`src/rtl/hqm_reorder_pipe_flr_prep_ctl.sv`:
```
// rtl/hqm_reorder_pipe_flr_prep_ctl.sv - FLR preparation sequencer for the reorder pipe output interfaces
module hqm_reorder_pipe_flr_prep_ctl #(
    parameter int NUM_IF       = 7,
    parameter int QUIET_CYCLES = 4,
    parameter int TIMEOUT_W    = 16
) (
    input  logic                 hqm_gated_clk,
    input  logic                 hqm_gated_rst_n,
    input  logic                 flr_req,
    input  logic [NUM_IF-1:0]    if_v,
    input  logic [NUM_IF-1:0]    if_busy,
    input  logic [TIMEOUT_W-1:0] cfg_drain_timeout,
    output logic                 rop_stop,
    output logic                 flr_prep,
    output logic                 flr_prep_done,
    output logic                 drain_timeout_alarm,
    output logic [1:0]           fsm_state
);

    typedef enum logic [1:0] {
        ST_IDLE    = 2'd0,
        ST_DRAIN   = 2'd1,
        ST_PROT    = 2'd2,
        ST_RELEASE = 2'd3
    } state_t;

    localparam logic [4:0]           QUIET_TARGET = 5'(QUIET_CYCLES);
    localparam logic [TIMEOUT_W-1:0] TMO_ONE      = TIMEOUT_W'(1);
    localparam logic [TIMEOUT_W-1:0] TMO_MAX      = {TIMEOUT_W{1'b1}};

    state_t                 state;
    state_t                 state_next;
    logic [3:0]             quiet_cnt;
    logic [TIMEOUT_W-1:0]   tmo_cnt;

    logic                   quiet;
    logic                   quiet_done;
    logic                   tmo_hit;
    logic                   alarm_next;

    // Qualify drain completion: quiet window full, or timeout with quiet taking precedence
    always_comb begin
        quiet      = ((if_v | if_busy) == '0);
        quiet_done = 1'b0;
        tmo_hit    = 1'b0;
        if (state == ST_DRAIN) begin
            quiet_done = quiet && (({1'b0, quiet_cnt} + 5'd1) == QUIET_TARGET);
            tmo_hit    = (cfg_drain_timeout != '0) &&
                         (tmo_cnt == (cfg_drain_timeout - TMO_ONE)) &&
                         !quiet_done;
        end
    end

    // Next-state decode; withdrawing the request in DRAIN aborts ahead of any completion
    always_comb begin
        state_next = state;
        alarm_next = 1'b0;
        case (state)
            ST_IDLE: begin
                if (flr_req) begin
                    state_next = ST_DRAIN;
                end
            end
            ST_DRAIN: begin
                if (!flr_req) begin
                    state_next = ST_IDLE;
                end else if (quiet_done) begin
                    state_next = ST_PROT;
                end else if (tmo_hit) begin
                    state_next = ST_PROT;
                    alarm_next = 1'b1;
                end
            end
            ST_PROT: begin
                if (!flr_req) begin
                    state_next = ST_RELEASE;
                end
            end
            ST_RELEASE: begin
                state_next = ST_IDLE;
            end
            default: begin
                state_next = ST_IDLE;
            end
        endcase
    end

    // State register
    always_ff @(posedge hqm_gated_clk) begin
        if (!hqm_gated_rst_n) begin
            state <= ST_IDLE;
        end else begin
            state <= state_next;
        end
    end

    // Quiet-window and timeout counters live only while remaining in DRAIN
    always_ff @(posedge hqm_gated_clk) begin
        if (!hqm_gated_rst_n) begin
            quiet_cnt <= 4'd0;
            tmo_cnt   <= '0;
        end else if ((state == ST_DRAIN) && (state_next == ST_DRAIN)) begin
            if (!quiet) begin
                quiet_cnt <= 4'd0;
            end else if (quiet_cnt != 4'hF) begin
                quiet_cnt <= quiet_cnt + 4'd1;
            end
            if (tmo_cnt != TMO_MAX) begin
                tmo_cnt <= tmo_cnt + TMO_ONE;
            end
        end else begin
            quiet_cnt <= 4'd0;
            tmo_cnt   <= '0;
        end
    end

    // Outputs decoded from the next state so they move on the same edge as the state
    always_ff @(posedge hqm_gated_clk) begin
        if (!hqm_gated_rst_n) begin
            rop_stop            <= 1'b0;
            flr_prep            <= 1'b0;
            flr_prep_done       <= 1'b0;
            drain_timeout_alarm <= 1'b0;
        end else begin
            rop_stop            <= (state_next != ST_IDLE);
            flr_prep            <= (state_next == ST_PROT);
            flr_prep_done       <= (state_next == ST_PROT);
            drain_timeout_alarm <= alarm_next;
        end
    end

    assign fsm_state = state;

endmodule

```
`config.mk`:
```
export PLATFORM = sky130hd
export DESIGN_NAME = hqm_reorder_pipe_flr_prep_ctl
export DESIGN_NICKNAME = d
export VERILOG_FILES = /design/src/rtl/hqm_reorder_pipe_flr_prep_ctl.sv
export SDC_FILE = /design/constraint.sdc
export NUM_CORES = 1
export LEC_CHECK = 0
export CAP_MARGIN = 30
export CORE_AREA = 2 2 74 76
export CTS_BUF_LIST = sky130_fd_sc_hd__clkbuf_16
export DETAILED_ROUTE_END_ITERATION = 16
export DIE_AREA = 0 0 76 78
export DONT_BUFFER_PORTS = 1
export PLACE_DENSITY = 0.53
export SLEW_MARGIN = 30
export SYNTH_ARGS = -nofsm -noshare
export SYNTH_HDL_FRONTEND = slang
export SYNTH_SLANG_ARGS = --single-unit
```
`constraint.sdc`:
```
create_clock -name hqm_gated_clk -period 3.5 [get_ports hqm_gated_clk]
set_input_delay 0.7 -clock hqm_gated_clk [delete_from_list [all_inputs] [get_ports hqm_gated_clk]]
set_output_delay 0.7 -clock hqm_gated_clk [all_outputs]
set_load 0.005 [all_outputs]
```
* Word level (Yosys, flattened, before mapping)
Cells that the tools add are included.
** Storage, ports and cells
- Bits in registers :: 25
- Logic and storage cells :: 44
** Operators by class
- Add/sub/neg operators :: 4
- Equality and inequality tests :: 9
- Multiplexer cells :: 9
- Bitwise gates (word level) :: 4
- Reductions and logical operators :: 12
** Operators with widths (count)
- 16-bit by 1-bit adder with 16-bit output (second input constant) :: 1
- 16-bit equality test :: 1
- 16-bit inequality test (second input constant) :: 1
- 16-bit nonzero test :: 1
- 16-bit by 1-bit subtractor with 16-bit output (second input constant) :: 1
- 2-bit two-way mux :: 5
- 2-bit one-hot mux with 4 select lines :: 1
- 7-bit zero test :: 1
- 7-bit bitwise OR :: 1
- 2-bit equality test (second input constant) :: 3
- 4-bit by 1-bit adder with 5-bit output (second input constant) :: 1
- 5-bit by 3-bit equality test with 1-bit output (second input constant) :: 1
- 4-bit by 1-bit adder with 4-bit output (second input constant) :: 1
- 2-bit by 1-bit equality test with 1-bit output (second input constant) :: 2
- 1-bit logical AND :: 4
- 4-bit inequality test (second input constant) :: 1
- 4-bit OR reduction :: 1
- 1-bit two-way mux :: 3
- 1-bit inverter :: 3
- 3-bit AND reduction :: 1
- 2-bit zero test :: 1
- 2-bit AND reduction :: 1
- 2-bit nonzero test :: 1
- 1-bit zero test :: 1

* Depth between registers and ports, before layout
Gate-level depths: netlist of the first run.
- Depth after elaboration :: 13
- Mapped depth :: 10

* Least setup slack after synthesis of the first run
Ideal clock, no wire load.
- Path kind :: input to register
- From :: in cfg_drain_timeout[3]
- To :: reg tmo_cnt[10]
- Setup time :: 0.130 ns
- Data arrival time :: 2.748 ns
- Required time :: 3.370 ns
- Path slack :: 0.622 ns
- Stages :: 8
- Buffers on the path :: 2
- Cell sequence :: buf_6 nor4_4 nand2_1 o311a_1 or4_4 nor4_4 buf_6 nor3_1
** On the way
- Cells in the longest elaborated chain, start to end :: 12
- Elaborated cells between the ends (all ways) :: 13
- Those cells by class :: 1 x add/sub; 2 x eq/ne; 5 x mux; 5 x reduce/logical
** RTL lines
- start, declared :: RTL line 12 : input logic [TIMEOUT_W-1:0] cfg_drain_timeout,
- 16-bit by 1-bit subtractor with 16-bit output :: RTL line 49 : (tmo_cnt == (cfg_drain_timeout - TMO_ONE)) &&
- 16-bit equality test :: RTL line 49
- 1-bit logical AND * :: RTL line 48 : tmo_hit = (cfg_drain_timeout != '0) &&
- 1-bit logical AND * :: RTL line 49
- 1-bit two-way mux * :: RTL line 46 : if (state == ST_DRAIN) begin
- 2-bit two-way mux * :: RTL line 69 : end else if (tmo_hit) begin
- 2-bit two-way mux * :: RTL line 67 : end else if (quiet_done) begin
- 2-bit two-way mux * :: RTL line 65 : if (!flr_req) begin
- 2-bit one-hot mux with 4 select lines * :: RTL line 58 : case (state)
- 2-bit by 1-bit equality test with 1-bit output * :: RTL line 102 : end else if ((state == ST_DRAIN) && (state_next == ST_DRAIN)) begin
- 1-bit logical AND * :: RTL line 102
- 2-bit AND reduction (no line) *
- end signal, assigned :: RTL line 109 : tmo_cnt <= tmo_cnt + TMO_ONE;
- end, declared :: RTL line 34 : logic [TIMEOUT_W-1:0] tmo_cnt;
Every way passes the cells marked *; elsewhere a longest branch is shown, timed or not.
A chain may end at the register's enable or synchronous reset.

* Worst setup path after layout of the first run
- From :: in cfg_drain_timeout[2]
- To :: reg state[1], in the netlist fsm_state[1]
** On the way
- Cells in the longest elaborated chain, start to end :: 9
- Elaborated cells between the ends (all ways) :: 10
- Those cells by class :: 1 x add/sub; 1 x eq/ne; 5 x mux; 3 x reduce/logical
** RTL lines
- 16-bit by 1-bit subtractor with 16-bit output :: RTL line 49
- 16-bit equality test :: RTL line 49
- 1-bit logical AND * :: RTL line 48
- 1-bit logical AND * :: RTL line 49
- 1-bit two-way mux * :: RTL line 46
- 2-bit two-way mux * :: RTL line 69
- 2-bit two-way mux * :: RTL line 67
- 2-bit two-way mux * :: RTL line 65
- 2-bit one-hot mux with 4 select lines * :: RTL line 58
- end signal, assigned :: RTL line 93 : state <= state_next;
- end, declared :: RTL line 31 : state_t state;
Marked as above.

==> results.json, run 1 <==
{
  "timing.final.crit_share": 0.734,
  "setup.worst_path.class": "in2reg",
  "end_kind": "register",
  "worst_pin_slew_ps": 922,
  "layout_common_cells": "nor3_1 (31), dfxtp_1 (25), nand2_1 (21)",
  "yosys_warnings": 0,
  "synth_area_sq_um": 1960,
  "p_sw_mw": 0.141,
  "hold-worst-slack_ps": 567,
  "cts.repair.resized": 0,
  "antenna_found_initial": 0,
  "yosys.area_share.simple": 0.364,
  "cts_buffers": 3,
  "port_buffers": 0,
  "drc": 0,
  "synthAdderAreaFrac": 0.0255,
  "instances_no_fill": 314,
  "h-tree-depth": 1,
  "cts-hold-fix-buffers": 0,
  "p_clk_frac": 0.436,
  "status": "finished clean",
  "syn_avg_cell_area_sq_um": 8.00,
  "power.internal_mw": 0.471,
  "routed_wl_um": 4830,
  "routabilityCongestion": 0.817,
  "core_sq_um": 5040,
  "ioPinCount": 39,
  "slew_viol_final": 0,
  "die_y_um": 78,
  "grt_max_degree": 20,
  "final_util": 0.418,
  "hold_path_depth": 2,
  "crit_arrival_ps": 2780,
  "vias": 1793,
  "finalHoldViolations": 0,
  "p_sw_frac": 0.230,
  "grt_overflow": 0,
  "ir_worst_vdd_v": 0.000181,
  "maxCapViolCount": 0,
  "antenna_cells": 0,
  "viasPerCell": 5.71,
  "clk_pin_slew_ps": 70,
  "postCtsSetupBuffers": 0,
  "power.density_nw_per_um2": 290,
  "cts_sinks": 25,
  "drive_gt1_frac": 0.0697,
  "first_pass_iters": 4,
  "cts_max_path_buffers": 2,
  "synth_compound_area_frac": 0.159,
  "setup_slack_ps": 930,
  "reg2reg_depth": 8,
  "p_leak_nw": 0.703,
  "synthesis.nets": 282,
  "synthArstFlopShare": 0,
  "grt_usage": 0.164,
  "hpwl_um": 3760,
  "max_slew_margin": 0.381,
  "ys_seq_area_frac": 0.255,
  "path_max_fanout": 19,
  "startpoint_type": "primary input",
  "yosys_register_bits": 25,
  "setup_viol": 0,
  "drt-initial-drc-count": 85,
  "synth-main-ff-cell": "dfxtp_1",
  "final_common_cell": "nor3_1",
  "finClkSkew_ps": 9.85,
  "max_freq_mhz": 389,
  "required_ps": 3710,
  "dpl_worst_slack_ps": 615,
  "fin_tns_setup_ps": 0,
  "insertion_delay_ps": 260,
  "synth_top_area_share": 0.255,
  "rsz0062_at_grt": "no",
  "final_nets": 282,
  "postRouteAntennaNets": 0,
  "wl_per_cell_um": 15.4,
  "cts_tree": "yes",
  "hp-class": "reg2reg",
  "synth_area_leaders": "dfxtp_1 (26%), nor3_1 (7.9%), xnor2_1 (7.6%), nand2_1 (4.0%), nor2_1 (3.3%)",
  "cts-root-buf": "clkbuf_16",
  "synth_top_family_by_area": "simple AND/OR/NAND/NOR gates",
  "start_util": 0.389,
  "grt_pass1_wl_um": 7940,
  "synth_xor_area_frac": 0.119,
  "area_growth_pct": 7.53,
  "dieArea_sq_um": 5930,
  "pwr-share-seq": 0.473,
  "num_rows": 26,
  "grt_pass1_vias": 1660,
  "synthMuxAreaShare": 0.0306,
  "yosysUniqueCellTypes": 59,
  "postSynthCellCount": 245,
  "layout_min_cycle_time_ps": 2570,
  "fp.dieW_um": 76,
  "synth_edf_count": 0,
  "synth_top_cell_by_area": "dfxtp_1",
  "dp_cells": 310,
  "combPwrFrac": 0.091,
  "fillCellCount": 528
}
[critical path, stage by stage]
cell	delay (ps)
nor4_4	400
nand2_1	140
o311a_1	320
or4_4	540
nor4_4	200
buf_4	280
a221o_1	180
[final cells by class]
cell class / count / area [sq um] / area share
clock buffer: 3 / 75.1 / 0.0356
clock inverter: 1 / 8.76 / 0.00415
inverter: 10 / 37.5 / 0.0178
multi-input combinational: 201 / 1370 / 0.649
sequential: 25 / 500 / 0.237
tap: 70 / 87.6 / 0.0415
timing repair buffer: 4 / 30.0 / 0.0142
[state kept, by name (all words and copies together), names as in the netlist]
name                 count
tmo_cnt                 16
quiet_cnt                4
fsm_state                2
drain_timeout_alarm      1
flr_prep_done            1
rop_stop                 1
[synth_stat cells, types with 3 or more instances]
cell type / count
xor2_1: 7
nand2_1: 21
a21oi_1: 3
ha_1: 4
xnor2_1: 17
clkbuf_1: 5
nand2b_1: 5
nand4_1: 7
and4_1: 3
nor4_1: 9
dfxtp_1: 25
nor3_1: 31
nand3_1: 12
nor2_1: 17
mux2i_1: 6
o21ai_0: 4
inv_1: 10
o31a_1: 3
[metrics by stage]
step	area, sq um	power, mW
finish	2110	0.612
global route	2110	0.641
CTS	2110	0.621
detailed placement	2020	0.352
global placement	2020	0.352
floorplan	1960	0.345
[kinds of logic (layout without fill, tap and decap cells)]
kind of cell | after synthesis | in the layout
flops | 25 | 25
simple gates | 127 | 127
buf+inv | 19 | 18
compound gates | 39 | 39
xor+xnor | 25 | 25
fa+ha+maj | 4 | 4
mux | 6 | 6
[power groups by stage]
stage | clock, mW | combinational (mW) | sequential (mW)
6_report | 0.267 | 0.0555 | 0.290
5_1_grt | 0.289 | 0.0621 | 0.290
4_1_cts | 0.275 | 0.0559 | 0.290
3_5_place_dp | 0 | 0.0553 | 0.296
3_3_place_gp | 0 | 0.0553 | 0.296
2_1_floorplan | 0 | 0.0497 | 0.295
[routing by layer]
metal | wire [um] | part of all wire | up-vias | global-route usage
met2 | 2230 | 0.46 | 30 | 0.271
met5 | 0 | 0 | - | 0
met1 | 2320 | 0.48 | 832 | 0.215
met4 | 102 | 0.021 | 0 | 0.0600
li1 | - | - | 923 | -
met3 | 166 | 0.034 | 8 | 0.0267
[path summary, 6_finish.rpt]
kind / from / end / slack (ps)
max: cfg_drain_timeout[2] / fsm_state[1]$_SDFF_PN0_ / 930
min: quiet_cnt[3]$_SDFFE_PN0N_ / quiet_cnt[3]$_SDFFE_PN0N_ / 570
max reg2reg: quiet_cnt[0]$_SDFFE_PN0N_ / fsm_state[1]$_SDFF_PN0_ / 950
min reg2reg: quiet_cnt[3]$_SDFFE_PN0N_ / quiet_cnt[3]$_SDFFE_PN0N_ / 570
Power figures use the tool's default switching activity.
==> inputs of run 2 (changes only) <==
--- a/config.mk
+++ b/config.mk
@@ -11,7 +11,7 @@
 export DETAILED_ROUTE_END_ITERATION = 16
 export DIE_AREA = 0 0 76 78
 export DONT_BUFFER_PORTS = 1
-export PLACE_DENSITY = 0.53
+export PLACE_DENSITY = 0.54
 export SLEW_MARGIN = 30
 export SYNTH_ARGS = -nofsm -noshare
 export SYNTH_HDL_FRONTEND = slang
==> constraint.sdc (replaced) <==
create_clock -name hqm_gated_clk -period 2.15 [get_ports hqm_gated_clk]
set_input_delay 0.43 -clock hqm_gated_clk [delete_from_list [all_inputs] [get_ports hqm_gated_clk]]
set_output_delay 0.43 -clock hqm_gated_clk [all_outputs]
set_load 0.005 [all_outputs]
==> run 2 against run 1 <==
Net effect: die area stayed put; largest cell class unchanged; routed wire length is 7.5% higher; cell count is 13% higher; setup slack worse by 860 ps; register-to-register slack worse by 880 ps; highest routed layer unchanged; critical path depth is 1 lower.
==> results.json, run 2 (synthesized netlist as in run 1, its figures left out) <==
{
  "status": "finished clean",
  "port_buffers": 0,
  "max_freq_mhz": 481,
  "insertion_delay_ps": 260,
  "routabilityCongestion": 0.838,
  "hpwl_um": 4160,
  "hp-class": "in2reg",
  "finalHoldViolations": 0,
  "final_nets": 324,
  "p_clk_frac": 0.412,
  "pwr-share-seq": 0.458,
  "grt_usage": 0.167,
  "p_sw_mw": 0.236,
  "setup_slack_ps": 71.2,
  "ir_worst_vdd_v": 0.000243,
  "h-tree-depth": 1,
  "drc": 0,
  "p_leak_nw": 0.950,
  "wl_per_cell_um": 14.6,
  "fp.dieW_um": 76,
  "setup.worst_path.class": "reg2reg",
  "hold-worst-slack_ps": 305,
  "worst_pin_slew_ps": 463,
  "cts_max_path_buffers": 2,
  "grt_max_degree": 15,
  "p_total_mw": 1.03,
  "max_slew_margin": 0.688,
  "setup_viol": 0,
  "path_max_fanout": 2,
  "antenna_cells": 0,
  "slew_viol_final": 0,
  "combPwrFrac": 0.130,
  "grt_pass1_wl_um": 8140,
  "vias": 1955,
  "die_y_um": 78,
  "drive_gt1_frac": 0.336,
  "cts_tree": "yes",
  "layout_common_cells": "buf_4 (45), nand2_1 (20), nor3_1 (20), dfxtp_1 (20), nor2_1 (17)",
  "instances_no_fill": 356,
  "final_common_cell": "buf_4",
  "viasPerCell": 5.49,
  "dieArea_sq_um": 5930,
  "core_sq_um": 5040,
  "p_sw_frac": 0.230,
  "cts-hold-fix-buffers": 0,
  "drt-initial-drc-count": 82,
  "grt_pass1_vias": 1739,
  "cts-root-buf": "clkbuf_16",
  "required_ps": 2340,
  "postRouteAntennaNets": 0,
  "largest-register": "tmo_cnt",
  "dp_cells": 349,
  "reg2reg_depth": 6,
  "grt_overflow": 0,
  "clk_pin_slew_ps": 70,
  "dpl_worst_slack_ps": -360,
  "hold_path_depth": 1,
  "timing.final.crit_share": 0.967,
  "maxCapViolCount": 0,
  "routed_wl_um": 5190,
  "antenna_found_initial": 0,
  "power.density_nw_per_um2": 390,
  "layout_min_cycle_time_ps": 2080,
  "power.internal_mw": 0.790,
  "startpoint_type": "register",
  "ioPinCount": 39,
  "largest_reg_flops": 16,
  "end_kind": "register",
  "finClkSkew_ps": 3.09,
  "area_growth_pct": 34.2,
  "cts_sinks": 25,
  "fin_tns_setup_ps": 0,
  "num_rows": 26,
  "start_util": 0.389,
  "crit_arrival_ps": 2270,
  "cts_buffers": 3,
  "first_pass_iters": 4
}
## run 2: cell count changes in the layout (fill, tap and decap cells not counted), moves of 5 or more
cell	previous run	this run
dfxtp_1	25	20
buf_4	4	45
dfxtp_2	0	5
nor4_1	9	4
nor3_2	0	10
nor3_1	31	20
## run 2: critical path: stages (launching register included)
cell and delay [ps]:
dfxtp_1 320, or2_4 240, a221o_1 310, o311a_1 130
or3_4 380, or4_4 440, nor3_4 190
## run 2: path summary, 6_finish.rpt
path / from / end / slack, ps
worst min-delay path: hqm_gated_rst_n / fsm_state[1]$_SDFF_PN0_ / 310
worst max register to register: tmo_cnt[6]$_SDFFE_PN0P_ / drain_timeout_alarm$_SDFF_PP0_ / 70
worst max-delay path: tmo_cnt[6]$_SDFFE_PN0P_ / drain_timeout_alarm$_SDFF_PP0_ / 70
worst min register to register: quiet_cnt[3]$_SDFFE_PN0N_ / quiet_cnt[3]$_SDFFE_PN0N_ / 580
## run 2: what timing repair did
action / in CTS / in global routing
setup buffers: 0 / 3
setup endpoints to repair: 14 / 21
pin swaps: 2 / 5
resized for setup: 6 / 20
## run 2: stage by stage
stage,utilization,instance area (sq um)
2_1_floorplan,-,2080
3_3_place_gp,0.478,2410
3_5_place_dp,0.478,2410
4_1_cts,0.500,2520
5_1_grt,0.522,2630
6_report,0.522,2630
## run 2: final cells by class
type | instances | area, sq um
clock buffer | 3 | 75.1
multi-input combinational | 201 | 1570
fill | 511 | 2410
clock inverter | 1 | 5.00
sequential | 25 | 507
tap | 70 | 87.6
inverter | 10 | 40.0
timing repair buffer | 46 | 349
## run 2: per-layer routing
layer  track usage  wire length (um)  vias up
met1         0.242              2560      900
met2         0.266              2390       49
met4        0.0345                27        0
li1              -                 -     1002
met5             0                 0        -
met3        0.0233               209        4
## run 2: power groups by stage
stage / Sequential, mW / Combinational, mW / Clock [mW]
after detailed placement: 0.480 / 0.122 / 0
after floorplan: 0.481 / 0.0915 / 0
after global routing: 0.470 / 0.146 / 0.455
after global placement: 0.479 / 0.122 / 0
final: 0.469 / 0.133 / 0.423
after CTS: 0.469 / 0.125 / 0.427
